File: src/rtl/dct1d_pkg.sv
// Shared constants for the 8-point 1D DCT row scheduler.
// The optional grant statistics (macro DCT1D_SCHED_STATS_EN) are built in the top module.
package dct1d_pkg;

    localparam int N_PTS     = 8;
    localparam int IN_W      = 8;
    localparam int OUT_W     = 18;
    localparam int VEC_IN_W  = N_PTS * IN_W;   // 64
    localparam int VEC_OUT_W = N_PTS * OUT_W;  // 144

    // The requester tag is never narrower than one bit, even for two requesters.
    function automatic int tag_width(input int n);
        return (n <= 2) ? 1 : $clog2(n);
    endfunction

endpackage

File: src/rtl/dct1d_rr_sched_if.sv
// Request/result bus of the DCT row scheduler.
// The slave modport is the scheduler's view; the master modport is the environment's view.
interface dct1d_rr_sched_if #(
    parameter int NREQ = 4,
    parameter int TAGW = dct1d_pkg::tag_width(NREQ)
);
    import dct1d_pkg::*;

    logic [NREQ-1:0]          req_valid;
    logic [NREQ-1:0]          req_ready;
    logic [NREQ*VEC_IN_W-1:0] req_data;
    logic                     out_valid;
    logic                     out_ready;
    logic [VEC_OUT_W-1:0]     out_data;
    logic [TAGW-1:0]          out_tag;

    modport slave (
        input  req_valid, req_data, out_ready,
        output req_ready, out_valid, out_data, out_tag
    );

    modport master (
        output req_valid, req_data, out_ready,
        input  req_ready, out_valid, out_data, out_tag
    );

endinterface

File: src/rtl/rr_arbiter.sv
// Round-robin arbiter: grants the first requester at or after rr_ptr (with wrap)
// whenever en is high, then moves rr_ptr just past the winner.
module rr_arbiter #(
    parameter int NREQ = 4,
    parameter int TAGW = dct1d_pkg::tag_width(NREQ)
) (
    input  logic            clk,
    input  logic            rst,
    input  logic [NREQ-1:0] req,
    input  logic            en,
    output logic [NREQ-1:0] grant,
    output logic [TAGW-1:0] grant_idx
);

    logic [TAGW-1:0] rr_ptr;
    logic [TAGW-1:0] hi_idx;
    logic [TAGW-1:0] lo_idx;
    logic            hi_hit;
    logic            lo_hit;

    // Priority search: lowest requester at/above rr_ptr, else lowest overall (the wrap).
    always_comb begin
        // NOTE: every always_comb output gets a default first so no path leaves it unassigned (no latch).
        hi_idx    = '0;
        lo_idx    = '0;
        hi_hit    = 1'b0;
        lo_hit    = 1'b0;
        grant     = '0;
        grant_idx = '0;
        // Descending scan so the last hit written is the lowest index.
        for (int i = NREQ - 1; i >= 0; i--) begin
            if (req[i]) begin
                lo_idx = TAGW'(i);
                lo_hit = 1'b1;
                if (TAGW'(i) >= rr_ptr) begin
                    hi_idx = TAGW'(i);
                    hi_hit = 1'b1;
                end
            end
        end
        if (en && lo_hit) begin
            grant_idx = hi_hit ? hi_idx : lo_idx;
            grant     = {{(NREQ-1){1'b0}}, 1'b1} << grant_idx;
        end
    end

    // Pointer moves one past the winner on a grant and holds otherwise.
    always_ff @(posedge clk or posedge rst) begin
        // NOTE: sequential state uses non-blocking assignments so every flop samples pre-edge values.
        if (rst) begin
            rr_ptr <= '0;
        end else if (|grant) begin
            rr_ptr <= (grant_idx == TAGW'(NREQ - 1)) ? '0 : grant_idx + TAGW'(1);
        end
    end

endmodule

File: src/rtl/dct1d_rr_sched.sv
// Shares one combinational 8-point DCT core among NREQ row requesters.
// Stage A registers the granted operand (core_x); stage B registers the core
// result with its requester tag and holds it under backpressure.
// Optional: DCT1D_SCHED_STATS_EN adds per-requester saturating grant counters.
module dct1d_rr_sched
    import dct1d_pkg::*;
#(
    parameter int NREQ = 4,
    parameter int TAGW = tag_width(NREQ)
) (
    input  logic                 clk,
    input  logic                 rst,
    dct1d_rr_sched_if.slave      bus,
    output logic [VEC_IN_W-1:0]  core_x,
    input  logic [VEC_OUT_W-1:0] core_y,
    output logic                 busy
`ifdef DCT1D_SCHED_STATS_EN
    ,
    input  logic                 stats_clr,
    output logic [NREQ*16-1:0]   grant_cnt
`endif
);

    logic                a_valid;
    logic [TAGW-1:0]     a_tag;
    logic                b_valid;
    logic                b_free;
    logic                a_adv;
    logic                a_load;
    logic                arb_en;
    logic                grant_any;
    logic [NREQ-1:0]     grant;
    logic [TAGW-1:0]     grant_idx;
    logic [VEC_IN_W-1:0] req_vec [NREQ];

    // Stage B can take a new result if empty or being drained this cycle.
    assign b_free    = !b_valid || bus.out_ready;
    assign a_adv     = a_valid && b_free;
    assign a_load    = !a_valid || a_adv;
    // No grants are offered while reset is held.
    assign arb_en    = a_load && !rst;
    assign grant_any = |grant;

    assign bus.req_ready = grant;
    assign bus.out_valid = b_valid;
    assign busy          = a_valid || b_valid;

    // Unpack the flat operand bus into one row per requester.
    always_comb begin
        for (int i = 0; i < NREQ; i++) begin
            req_vec[i] = bus.req_data[VEC_IN_W*i +: VEC_IN_W];
        end
    end

    rr_arbiter #(
        .NREQ (NREQ),
        .TAGW (TAGW)
    ) u_arb (
        .clk       (clk),
        .rst       (rst),
        .req       (bus.req_valid),
        .en        (arb_en),
        .grant     (grant),
        .grant_idx (grant_idx)
    );

    // Stage A: capture the granted operand, or empty out when it moves on ungranted.
    always_ff @(posedge clk or posedge rst) begin
        if (rst) begin
            // NOTE: datapath registers are reset too, so core_x/out_data read as zero after reset.
            a_valid <= 1'b0;
            a_tag   <= '0;
            core_x  <= '0;
        end else if (grant_any) begin
            a_valid <= 1'b1;
            a_tag   <= grant_idx;
            core_x  <= req_vec[grant_idx];
        end else if (a_adv) begin
            a_valid <= 1'b0;
        end
    end

    // Stage B: capture the core result on advance; hold it stable while stalled.
    always_ff @(posedge clk or posedge rst) begin
        if (rst) begin
            b_valid      <= 1'b0;
            bus.out_data <= '0;
            bus.out_tag  <= '0;
        end else if (a_adv) begin
            b_valid      <= 1'b1;
            bus.out_data <= core_y;
            bus.out_tag  <= a_tag;
        end else if (bus.out_ready) begin
            b_valid      <= 1'b0;
        end
    end

`ifdef DCT1D_SCHED_STATS_EN
    logic [15:0] cnt [NREQ];

    for (genvar i = 0; i < NREQ; i++) begin : g_stats
        // Saturating grant counter; clear wins over a same-cycle grant.
        always_ff @(posedge clk or posedge rst) begin
            if (rst) begin
                cnt[i] <= '0;
            end else if (stats_clr) begin
                cnt[i] <= '0;
            end else if (grant[i] && (cnt[i] != 16'hFFFF)) begin
                cnt[i] <= cnt[i] + 16'd1;
            end
        end
        assign grant_cnt[16*i +: 16] = cnt[i];
    end
`endif

endmodule
File: src/flat_wrapper.sv
// flat-port wrapper written by rule: the top's interface ports become plain ports
module dct1d_rr_sched_flat import dct1d_pkg::*;
#(
    parameter int NREQ = 4,
    parameter int TAGW = tag_width(NREQ)
)
  (clk, rst, core_x, core_y, busy, bus_req_valid, bus_req_data, bus_out_ready, bus_req_ready, bus_out_valid, bus_out_data, bus_out_tag);
  dct1d_rr_sched_if #(.NREQ(NREQ), .TAGW(TAGW)) bus_i ();
  input  logic clk;
  input  logic rst;
  output logic [VEC_IN_W-1:0] core_x;
  input  logic [VEC_OUT_W-1:0] core_y;
  output logic busy;
  input wire logic [$bits(bus_i.req_valid)-1:0] bus_req_valid;
  input wire logic [$bits(bus_i.req_data)-1:0] bus_req_data;
  input wire logic [$bits(bus_i.out_ready)-1:0] bus_out_ready;
  output wire logic [$bits(bus_i.req_ready)-1:0] bus_req_ready;
  output wire logic [$bits(bus_i.out_valid)-1:0] bus_out_valid;
  output wire logic [$bits(bus_i.out_data)-1:0] bus_out_data;
  output wire logic [$bits(bus_i.out_tag)-1:0] bus_out_tag;
  assign bus_i.req_valid = bus_req_valid;
  assign bus_i.req_data = bus_req_data;
  assign bus_i.out_ready = bus_out_ready;
  assign bus_req_ready = bus_i.req_ready;
  assign bus_out_valid = bus_i.out_valid;
  assign bus_out_data = bus_i.out_data;
  assign bus_out_tag = bus_i.out_tag;
  dct1d_rr_sched #(.NREQ(NREQ), .TAGW(TAGW)) u_core (.clk(clk), .rst(rst), .bus(bus_i), .core_x(core_x), .core_y(core_y), .busy(busy));
endmodule
File: config.mk
export PLATFORM = sky130hd
export DESIGN_NAME = dct1d_rr_sched_flat
export DESIGN_NICKNAME = d
export VERILOG_FILES = /design/src/rtl/dct1d_pkg.sv /design/src/rtl/dct1d_rr_sched_if.sv /design/src/rtl/rr_arbiter.sv /design/src/rtl/dct1d_rr_sched.sv /design/src/flat_wrapper.sv
export SDC_FILE = /design/constraint.sdc
export NUM_CORES = 1
export LEC_CHECK = 0
export CAP_MARGIN = 25
export CORE_AREA = 2 2 245 247
export CTS_CLUSTER_SIZE = 20
export DETAILED_ROUTE_END_ITERATION = 16
export DIE_AREA = 0 0 247 249
export SETUP_SLACK_MARGIN = 0.15
export SLEW_MARGIN = 20
export SYNTH_ARGS = -nofsm -noshare
export SYNTH_HDL_FRONTEND = slang
export SYNTH_SLANG_ARGS = --single-unit
File: constraint.sdc
create_clock -name clk -period 12.7 [get_ports clk]
set_input_delay 3.175 -clock clk [delete_from_list [all_inputs] [get_ports clk]]
set_output_delay 3.175 -clock clk [all_outputs]
set_load 0.01 [all_outputs]
[Yosys cells after proc, flatten, opt, wreduce, memory -nomap -nowiden]
Cells that the tools add are included.
Storage, ports and cells
  register bits: 216
  word-level logic and storage cells: 63
  output and inout bits: 216
  input port bits: 407
Cells by class
  magnitude comparators: 5
  $add $sub $neg: 1
  equality and inequality tests: 1
  shift-type cells: 1
  bitwise logic cells: 1
  reduce and logical (&&, ||, !) cells: 12
  multiplexer cells: 35
Operators with widths (number)
  $bmux 64 s2: 1
  $mux 64: 2
  $mux 2: 15
  $mux 1: 16
  $ge 1x2->1 const A: 2
  $ge 2x2->1 const A: 2
  $mux 4: 1
  $reduce_bool 2->1: 2
  $reduce_or 4->1: 1
  $shl 1x2->4 const A: 1
  $ge 3x3->1 const B: 1
  $logic_and 1x1->1: 3
  $logic_not 1->1: 3
  $logic_or 1x1->1: 3
  $not 2->3: 1
  $add 2x1->2 const B: 1
  $eq 2x2->1 const B: 1

[Depth between registers and ports, before layout]
  word-level depth: 15
  gate-level depth with buffers: 7

[By module]
Synthesis repeated with hierarchy kept, for this count alone.
Unflattened totals
  cells, all modules: 565
  area, all modules: 9718.1 um2
By module, submodules not included
  dct1d_rr_sched: times used 1, seq. area each 5355.1 um2, cells each 537, area each 9471.6 um2
  rr_arbiter: times used 1, seq. area each 50.0 um2, cells each 28, area each 246.5 um2

[Worst setup path before layout]
OpenSTA, ideal clock, no wires.
  kind: input -> output
  start: in bus_req_valid[2]
  end: out bus_req_ready[0]
  path slack: 5.342 ns
  data required time: 9.525 ns
  arrival: 4.183 ns
  stages on the path: 6
  path through: nor2b_1 > a221oi_2 > o211ai_1 > buf_4 > buf_6 > nor2_1
On the way
  cells in the longest elaborated chain, start to end: 8
  elaborated cells between the ends (all ways): 20
  those cells by class: shift: 1; mux: 18; reduce/logical: 1
RTL lines
  start: declaration: RTL line flat_wrapper.sv:14  | input wire logic [$bits(bus_i.req_valid)-1:0] bus_req_valid;
  $mux 2 / $mux 1 (equally long branches): RTL line rr_arbiter.sv:32  | if (req[i]) begin
  $mux 2 / $mux 1 (equally long branches): RTL line rr_arbiter.sv:35  | if (TAGW'(i) >= rr_ptr) begin
  $mux 2 / $mux 1 (equally long branches): RTL line rr_arbiter.sv:32
  $mux 2 / $mux 1 (equally long branches): RTL line rr_arbiter.sv:35
  $mux 2 / $mux 1 (equally long branches): RTL line rr_arbiter.sv:32
  $mux 2: RTL line rr_arbiter.sv:42  | grant_idx = hi_hit ? hi_idx : lo_idx;
  $shl 1x2->4: RTL line rr_arbiter.sv:43  | grant = {{(NREQ-1){1'b0}}, 1'b1} << grant_idx;
  $mux 4 *: RTL line rr_arbiter.sv:41  | if (en && lo_hit) begin
  end: declaration: RTL line flat_wrapper.sv:17  | output wire logic [$bits(bus_i.req_ready)-1:0] bus_req_ready;
Mark *: on every way between the ends. The rest lies on a longest branch, timed or not.

[Worst setup path after layout]
  start: in bus_req_valid[2]
  end: out bus_req_ready[1]
Same word-level chain as after synthesis.

==> flow_results.xml <==
<?xml version="1.0" encoding="UTF-8"?>
<metrics>
  <group name="synth">
    <metric name="synth_top_area_share" unit="%">50.6</metric>
    <metric name="synthArstFlopShare" unit="%">100</metric>
    <metric name="postSynthAreaPerCell" unit="sq um">12.2</metric>
    <metric name="yosys_warnings" unit="">0</metric>
    <metric name="top_post_synthesis_cells_by_area" unit="">sky130_fd_sc_hd__dfrtp_1 51%, sky130_fd_sc_hd__mux2_2 15%, sky130_fd_sc_hd__mux2i_1 6.1%</metric>
    <metric name="syn_nets" unit="">1281</metric>
    <metric name="post-synth-top-count-cell" unit="">sky130_fd_sc_hd__dfrtp_1</metric>
    <metric name="synth.yosys.seq_area_share" unit="%">50.6</metric>
    <metric name="post_synth_inst_count" unit="">874</metric>
    <metric name="postSynthRegisterBits" unit="">216</metric>
    <metric name="synth_enable_flop_cells" unit="">0</metric>
    <metric name="synth_common_cells" unit="">216 x sky130_fd_sc_hd__dfrtp_1, 146 x sky130_fd_sc_hd__mux2_2, 70 x sky130_fd_sc_hd__nand2_1, 66 x sky130_fd_sc_hd__a21o_1, 65 x sky130_fd_sc_hd__mux2i_1</metric>
    <metric name="synth.lib_cells_used.distinct" unit="">34</metric>
    <metric name="synth_top_area_cell" unit="">sky130_fd_sc_hd__dfrtp_1</metric>
    <metric name="yosys_most_used_dff" unit="">sky130_fd_sc_hd__dfrtp_1</metric>
    <metric name="synthesis.area" unit="sq mm">0.0107</metric>
  </group>
  <group name="pwr">
    <metric name="leakage" unit="uW">0.00744</metric>
    <metric name="worst_ir_drop_vdd" unit="uV">88.5</metric>
    <metric name="power-per-cell-area" unit="mW/mm^2">163</metric>
  </group>
  <group name="floorplan">
    <metric name="die_height" unit="um">249</metric>
    <metric name="die_width" unit="um">247</metric>
    <metric name="num_rows" unit="">89</metric>
    <metric name="core" unit="sq mm">0.0587</metric>
    <metric name="floorplan.die_area" unit="sq mm">0.0615</metric>
    <metric name="floorplan.initialDensity" unit="%">18.2</metric>
    <metric name="ioPinCount" unit="">623</metric>
  </group>
  <group name="sta">
    <metric name="layout_worst_path_cycle_share" unit="%">75.8</metric>
    <metric name="maxSlewViolCount" unit="">0</metric>
    <metric name="finalSetupViolCount" unit="">0</metric>
    <metric name="period_needed" unit="ps">9620</metric>
    <metric name="worst_slew_pin_slew" unit="ps">969</metric>
    <metric name="maxClockFrequency" unit="MHz">104</metric>
    <metric name="report.final.hold_viol_count" unit="">0</metric>
    <metric name="slew-limit-headroom" unit="%">35.4</metric>
    <metric name="finalSetupTns" unit="ps">0</metric>
    <metric name="setup_repair_after_global_routing_missed_its_margin" unit="">false</metric>
    <metric name="final.setup.worst_slack" unit="ps">3080</metric>
    <metric name="clock-skew-final" unit="ps">7.06</metric>
    <metric name="finalHoldWorstSlack" unit="ps">486</metric>
  </group>
  <group name="clocking">
    <metric name="clk_path_buf_depth" unit="">3</metric>
    <metric name="post-cts-setup-buffers" unit="">0</metric>
    <metric name="cts.repair.resized" unit="">0</metric>
    <metric name="clk_latency" unit="ps">570</metric>
    <metric name="cts_tree" unit="">yes</metric>
    <metric name="h-tree-depth" unit="">1</metric>
    <metric name="cts-buffers-inserted" unit="">27</metric>
    <metric name="cts.root.buffer_cell" unit="">sky130_fd_sc_hd__clkbuf_16</metric>
    <metric name="clkSlewWorstSetupHoldPaths" unit="ps">60</metric>
    <metric name="clock-sinks" unit="">216</metric>
    <metric name="post_cts_hold_buffer_count" unit="">0</metric>
  </group>
  <group name="layout">
    <metric name="area_growth_syn_to_layout" unit="%">73.2</metric>
    <metric name="final_util" unit="%">31.5</metric>
    <metric name="postLayoutCellArea" unit="sq mm">0.0185</metric>
    <metric name="num-nets-final" unit="">1857</metric>
    <metric name="filler_cell_count" unit="">5854</metric>
    <metric name="final_layout_size_suffix_gt1_share" unit="%">16.7</metric>
    <metric name="final-seq-area" unit="sq mm">0.00541</metric>
    <metric name="multi_input_comb_area" unit="sq mm">0.00481</metric>
  </group>
  <group name="placement">
    <metric name="detailedPlace.worstSlack" unit="ps">3000</metric>
    <metric name="port_buffers" unit="">622</metric>
    <metric name="place_hpwl" unit="um">35200</metric>
    <metric name="placedInstanceArea" unit="sq mm">0.0175</metric>
    <metric name="gpl.final_weighted_congestion" unit="">0.828</metric>
  </group>
  <group name="drt">
    <metric name="routedLengthMet1" unit="um">17400</metric>
    <metric name="met3WireLength" unit="um">4480</metric>
    <metric name="top_signal_layer_used" unit="">met5</metric>
    <metric name="post_detailed_route_drc_marker_count" unit="">0</metric>
    <metric name="routed_wl" unit="um">46900</metric>
    <metric name="via_count" unit="">9691</metric>
    <metric name="wl_met2" unit="um">23700</metric>
    <metric name="post_drt_wl_per_cell" unit="um">20.9</metric>
    <metric name="ant_nets" unit="">0</metric>
    <metric name="via_per_inst" unit="">4.32</metric>
    <metric name="detail_route.first_pass.iterations" unit="">5</metric>
    <metric name="initialDrtViolationCount" unit="">390</metric>
  </group>
  <group name="worst_setup_path">
    <metric name="crit_type" unit="">input pin to primary output</metric>
    <metric name="crit_path_start_kind" unit="">input pin</metric>
    <metric name="crit_path_max_fanout" unit="">65</metric>
    <metric name="critPathCaptureType" unit="">primary output</metric>
    <metric name="arrival" unit="ps">6450</metric>
    <metric name="critical_path_required" unit="ps">9520</metric>
  </group>
  <group name="global_route">
    <metric name="grt_remaining_overflow" unit="">0</metric>
    <metric name="grt_pass1_wl" unit="um">67000</metric>
    <metric name="first_global_vias" unit="">10200</metric>
    <metric name="grt_start_max_net_pins" unit="">92</metric>
    <metric name="global_route.usage.total" unit="%">14.4</metric>
    <metric name="antenna_violations_before_repair" unit="">5</metric>
  </group>
  <group name="worst_hold_path">
    <metric name="worst_min_delay_path_category" unit="">flip-flop to flip-flop</metric>
  </group>
  <group name="status">
    <metric name="status" unit="">finished, final reports clean</metric>
  </group>
  <group name="run">
    <metric name="drv.max_cap_violation_count" unit="">0</metric>
  </group>
</metrics>
logic make-up after synthesis:
family,after synthesis,share of synthesized area [%]
mux,211,21.5
xor+xnor,1,0.0821
flops,216,50.6
compound gates,201,15.5
buf+inv,89,4.89
simple gates,156,7.40
metrics by stage:
stage / instances / power [uW]
6_report: 2243 / 3010
5_1_grt: 2242 / 3180
4_1_cts: 2240 / 3060
3_5_place_dp: 2193 / 2200
3_3_place_gp: 2193 / 2180
2_1_floorplan: 874 / 1540
power breakdown:
part	switching (uW)	leakage (uW)	internal, uW
Combinational	551	0.00441	646
Clock	325	0.000456	510
Sequential	107	0.00257	870
Total	983	0.00744	2030
per-layer routing:
layer / vias to the layer above / global-route usage (%)
li1: 4422 / -
met1: 4677 / 16.2
met2: 517 / 26.4
met3: 69 / 4.05
met4: 6 / 3.92
met5: - / 0
cell type report:
cell class / count / area share (%)
Clock inverter: 13 / 1.17
Clock buffer: 34 / 3.96
Timing Repair Buffer: 633 / 34.2
Tap cell: 773 / 5.23
Antenna cell: 2 / 0.0271
Inverter: 3 / 0.102
Multi-Input combinational cell: 569 / 26.0
Sequential cell: 216 / 29.2
final timing paths:
path / startpoint / end / slack (ps) / cells after the start
worst max register to register: u_core.u_arb.rr_ptr[1] / u_core.core_x[51] / 9140 / 6
worst max-delay path: bus_req_valid[2] / bus_req_ready[1] / 3080 / 6
worst min-delay path: u_core.core_x[39] / u_core.core_x[39] / 490 / 2
min in group asynchronous: rst / u_core.core_x[12] / 3130 / 2
worst min register to register: u_core.core_x[39] / u_core.core_x[39] / 490 / 2
max in group asynchronous: rst / u_core.bus.out_data[29] / 7420 / 4
critical path, cell delays in order:
cell and delay (ps):
sky130_fd_sc_hd__clkdlybuf4s50_1 510, sky130_fd_sc_hd__mux2i_1 320, sky130_fd_sc_hd__or2_4 750, sky130_fd_sc_hd__nand3_4 530, sky130_fd_sc_hd__nor3_1 390, sky130_fd_sc_hd__clkdlybuf4s50_1 750
layout by cell type, fill, tap and decap left out, types with 2 or more instances in the layout:
master	n
sky130_fd_sc_hd__a21oi_1	2
sky130_fd_sc_hd__o211ai_1	35
sky130_fd_sc_hd__inv_1	2
sky130_fd_sc_hd__clkdlybuf4s50_1	622
sky130_fd_sc_hd__mux2i_1	65
sky130_fd_sc_hd__diode_2	2
sky130_fd_sc_hd__nor2_1	5
sky130_fd_sc_hd__dfrtp_1	216
sky130_fd_sc_hd__nand4_1	64
sky130_fd_sc_hd__clkbuf_16	27
sky130_fd_sc_hd__o211ai_2	30
sky130_fd_sc_hd__buf_4	10
sky130_fd_sc_hd__clkbuf_1	4
sky130_fd_sc_hd__clkinv_2	3
sky130_fd_sc_hd__nand3_4	2
sky130_fd_sc_hd__nor2_4	2
sky130_fd_sc_hd__o31ai_1	64
sky130_fd_sc_hd__nand2_4	2
sky130_fd_sc_hd__a21o_1	65
sky130_fd_sc_hd__bufinv_16	5
sky130_fd_sc_hd__nand2b_1	4
sky130_fd_sc_hd__clkinvlp_4	3
sky130_fd_sc_hd__mux2_2	146
sky130_fd_sc_hd__clkbuf_8	3
sky130_fd_sc_hd__or2_4	2
sky130_fd_sc_hd__nand2_1	68
flip-flops by register name, summed over array words and instances (netlist names):
name	cells
u_core.core_x	64
u_core.bus.out_tag	2
u_core.u_arb.rr_ptr	2
u_core.a_tag	2
u_core.bus.out_data	144
u_core.bus.out_valid	1
u_core.a_valid	1
No activity file was read; power rests on OpenSTA's default activity.
==> RTL change (config.mk and constraints unchanged) <==
`NREQ` is set to 4 in 4 places; all go to 2.
--- a/src/rtl/dct1d_rr_sched_if.sv
+++ b/src/rtl/dct1d_rr_sched_if.sv
@@ -2,5 +2,5 @@
 // The slave modport is the scheduler's view; the master modport is the environment's view.
 interface dct1d_rr_sched_if #(
-    parameter int NREQ = 4,
+    parameter int NREQ = 2,
     parameter int TAGW = dct1d_pkg::tag_width(NREQ)
 );
--- a/src/rtl/rr_arbiter.sv
+++ b/src/rtl/rr_arbiter.sv
@@ -2,5 +2,5 @@
 // whenever en is high, then moves rr_ptr just past the winner.
 module rr_arbiter #(
-    parameter int NREQ = 4,
+    parameter int NREQ = 2,
     parameter int TAGW = dct1d_pkg::tag_width(NREQ)
 ) (
--- a/src/rtl/dct1d_rr_sched.sv
+++ b/src/rtl/dct1d_rr_sched.sv
@@ -6,5 +6,5 @@
     import dct1d_pkg::*;
 #(
-    parameter int NREQ = 4,
+    parameter int NREQ = 2,
     parameter int TAGW = tag_width(NREQ)
 ) (
--- a/src/flat_wrapper.sv
+++ b/src/flat_wrapper.sv
@@ -2,5 +2,5 @@
 module dct1d_rr_sched_flat import dct1d_pkg::*;
 #(
-    parameter int NREQ = 4,
+    parameter int NREQ = 2,
     parameter int TAGW = tag_width(NREQ)
 )
Interface: changed (resized bus_out_tag, bus_req_data, bus_req_ready and bus_req_valid); port bits go from 623 to 490. No check against the original RTL was run, so the function may have changed too.
==> RTL change against the unedited design <==
  * Power shrank 20%
  * Worst setup slack better by 0.69 ns
  * Wire length shrank 28%
  * Combinational power decreased by 39%
  * Highest routed layer is now met4
  * Synthesized area shrank 14%
  * Critical path type unchanged
  * Sequential cell count fell by 3
  * Design area decreased by 15%
  * Sequential power decreased by 7.8%
==> RTL change: results (changes against the unedited design) <==
RUN_STATUS='completed'
WIRELENGTH_MET1_UM=13100  # -25%
TIGHTEST_SLEW_NS=0.845  # -0.124 ns
R2R_END='u_core.core_x[12]$_DFFE_PP0P_'
VIAS_PER_CELL=4.00  # -7.5%
YOSYS_WARNINGS=0  # unchanged
GRT_FIRST_PASS_WIRELENGTH_UM=48700  # -27%
SYNTH_TOP_CELLS_BY_COUNT='dfrtp_1, mux2_2, a21oi_1, o211ai_1, o21ai_0'
PLACE.PORT_BUFFERS=489  # -21%
PLACEDINSTANCEAREA_UM2=14800  # -16%
CRITICAL_PATH.MAX_STAGE_DELAY_NS=0.61  # -0.14 ns
LEAKAGEPOWER_nW=5.85  # -21%
HOLD-PATH-CELL-COUNT=1  # -1
FF2FF_PATH_DEPTH=5  # -1
SYNTH-SEQ-AREA-SHARE_PCT=58.3  # +7.7 points
CTS-BUFFERS-INSERTED=26  # -3.7%
TOP_CELL_FAMILY_BY_DELAY_ON_THE_CRITICAL_PATH='buffers and inverters'
YOSYSTOPAREACELLSHARE_PCT=58.3  # +7.7 points
ROUTE.VIAS.TOTAL=7809  # -19%
DETAILROUTE.WIRELENGTH.MET2_UM=16000  # -33%
FINALCLOCKSKEW_NS=0.0260  # +0.0189 ns
REG2REG_FROM='u_core.a_valid$_DFFE_PP0P_'
DRT_FIRST_ITER_VIOLATIONS=235  # -40%
CRITPATHARRIVALTIME_NS=5.76  # -0.69 ns
MET3_LENGTH_UM=3670  # -18%
TIMING.CRITICAL_PATH.FANOUT_MAX=67  # +3.1%
SYNTH_TOP_CELLS_BY_AREA='dfrtp_1, mux2_2, mux2_1'
PEAKVDDDROP_mV=0.0927  # +4.8%
ANTENNADIODECOUNT=0  # -2
GRT_PASS1_VIAS=8077  # -21%
DRT-WIRELENGTH-PER-CELL_UM=17.3  # -17%
TRACK_USAGE_PCT=10.2  # -4.2 points
HOLD-PATH-ENDPOINT='u_core.bus.out_data[5]$_DFFE_PP0P_'
MAXIMUM_NUMBER_OF_PINS_ON_ONE_NET_BEFORE_GLOBAL_ROUTE_REPAIR=104  # +13%
DRIVE_ABOVE_1_SHARE_PCT=16.0  # -0.67 points
PLACE.DETAILED.HPWL_UM=24600  # -30%
SYNTH.NET_COUNT=982  # -23%
SYNTH_CELLS=705  # -19%
HOLD_PATH.STARTPOINT='u_core.bus.out_data[5]$_DFFE_PP0P_'
NUMPLACEDINSTANCES=1906  # -13%
WORST_HOLD_SLACK_NS=0.491  # +0.00539 ns
FF2FF_SETUP_SLACK_NS=9.95  # +0.81 ns
YOSYS.CELL_TYPES.COUNT=25  # -26%
ROUTE.TOP_LAYER_USED='met4'
CRIT_PATH_TOP_DELAY_CELL='buf_4'
NUM-NETS-FINAL=1438  # -23%
DETAILEDPLACE.WORSTSLACK_NS=3.78  # +0.780 ns
GRT_ANTENNA_BEFORE_REPAIR=3  # -2
[RTL change: metal layers]
metal / GRT usage [%] / vias to the layer above
met2: 17.7 / 417
met1: 11.6 / 3807
li1: - / 3536
met4: 3.30 / 0
met3: 3.44 / 49
met5: 0 / -
[RTL change: how the worst max path moves through the flow]
stage / to / startpoint / slack (ns)
after detailed placement: bus_req_ready[0] / rst / 3.78
after CTS: bus_req_ready[0] / rst / 3.77
final: bus_req_ready[0] / rst / 3.76
after global placement: bus_req_ready[0] / rst / 3.80
after floorplan: u_core.a_tag$_DFFE_PP0P_ / rst / 3.70
after global routing: bus_req_ready[0] / rst / 3.65
[RTL change: power breakdown]
group / total (mW) / internal (mW) / switching (mW)
combinational: 0.726 / 0.428 / 0.298
clock: 0.777 / 0.476 / 0.301
sequential: 0.901 / 0.821 / 0.0802
total: 2.40 / 1.72 / 0.680
[RTL change: cell families after synthesis]
kind of cell	share of synthesized area (%)
AO/OA/AOI/OAI	18.9
buffers and inverters	4.11
flip-flops	58.3
multiplexers	18.0
AND/OR/NAND/NOR	0.712
[RTL change: cell type report]
type                            count  area (µm²)
Fill cell                        6107       43000
Clock inverter                     13         188
Inverter                            4        22.5
Tap cell                          773         967
Clock buffer                       34         711
Sequential cell                   213        5330
Multi-Input combinational cell    416        3460
Timing Repair Buffer              500        4980
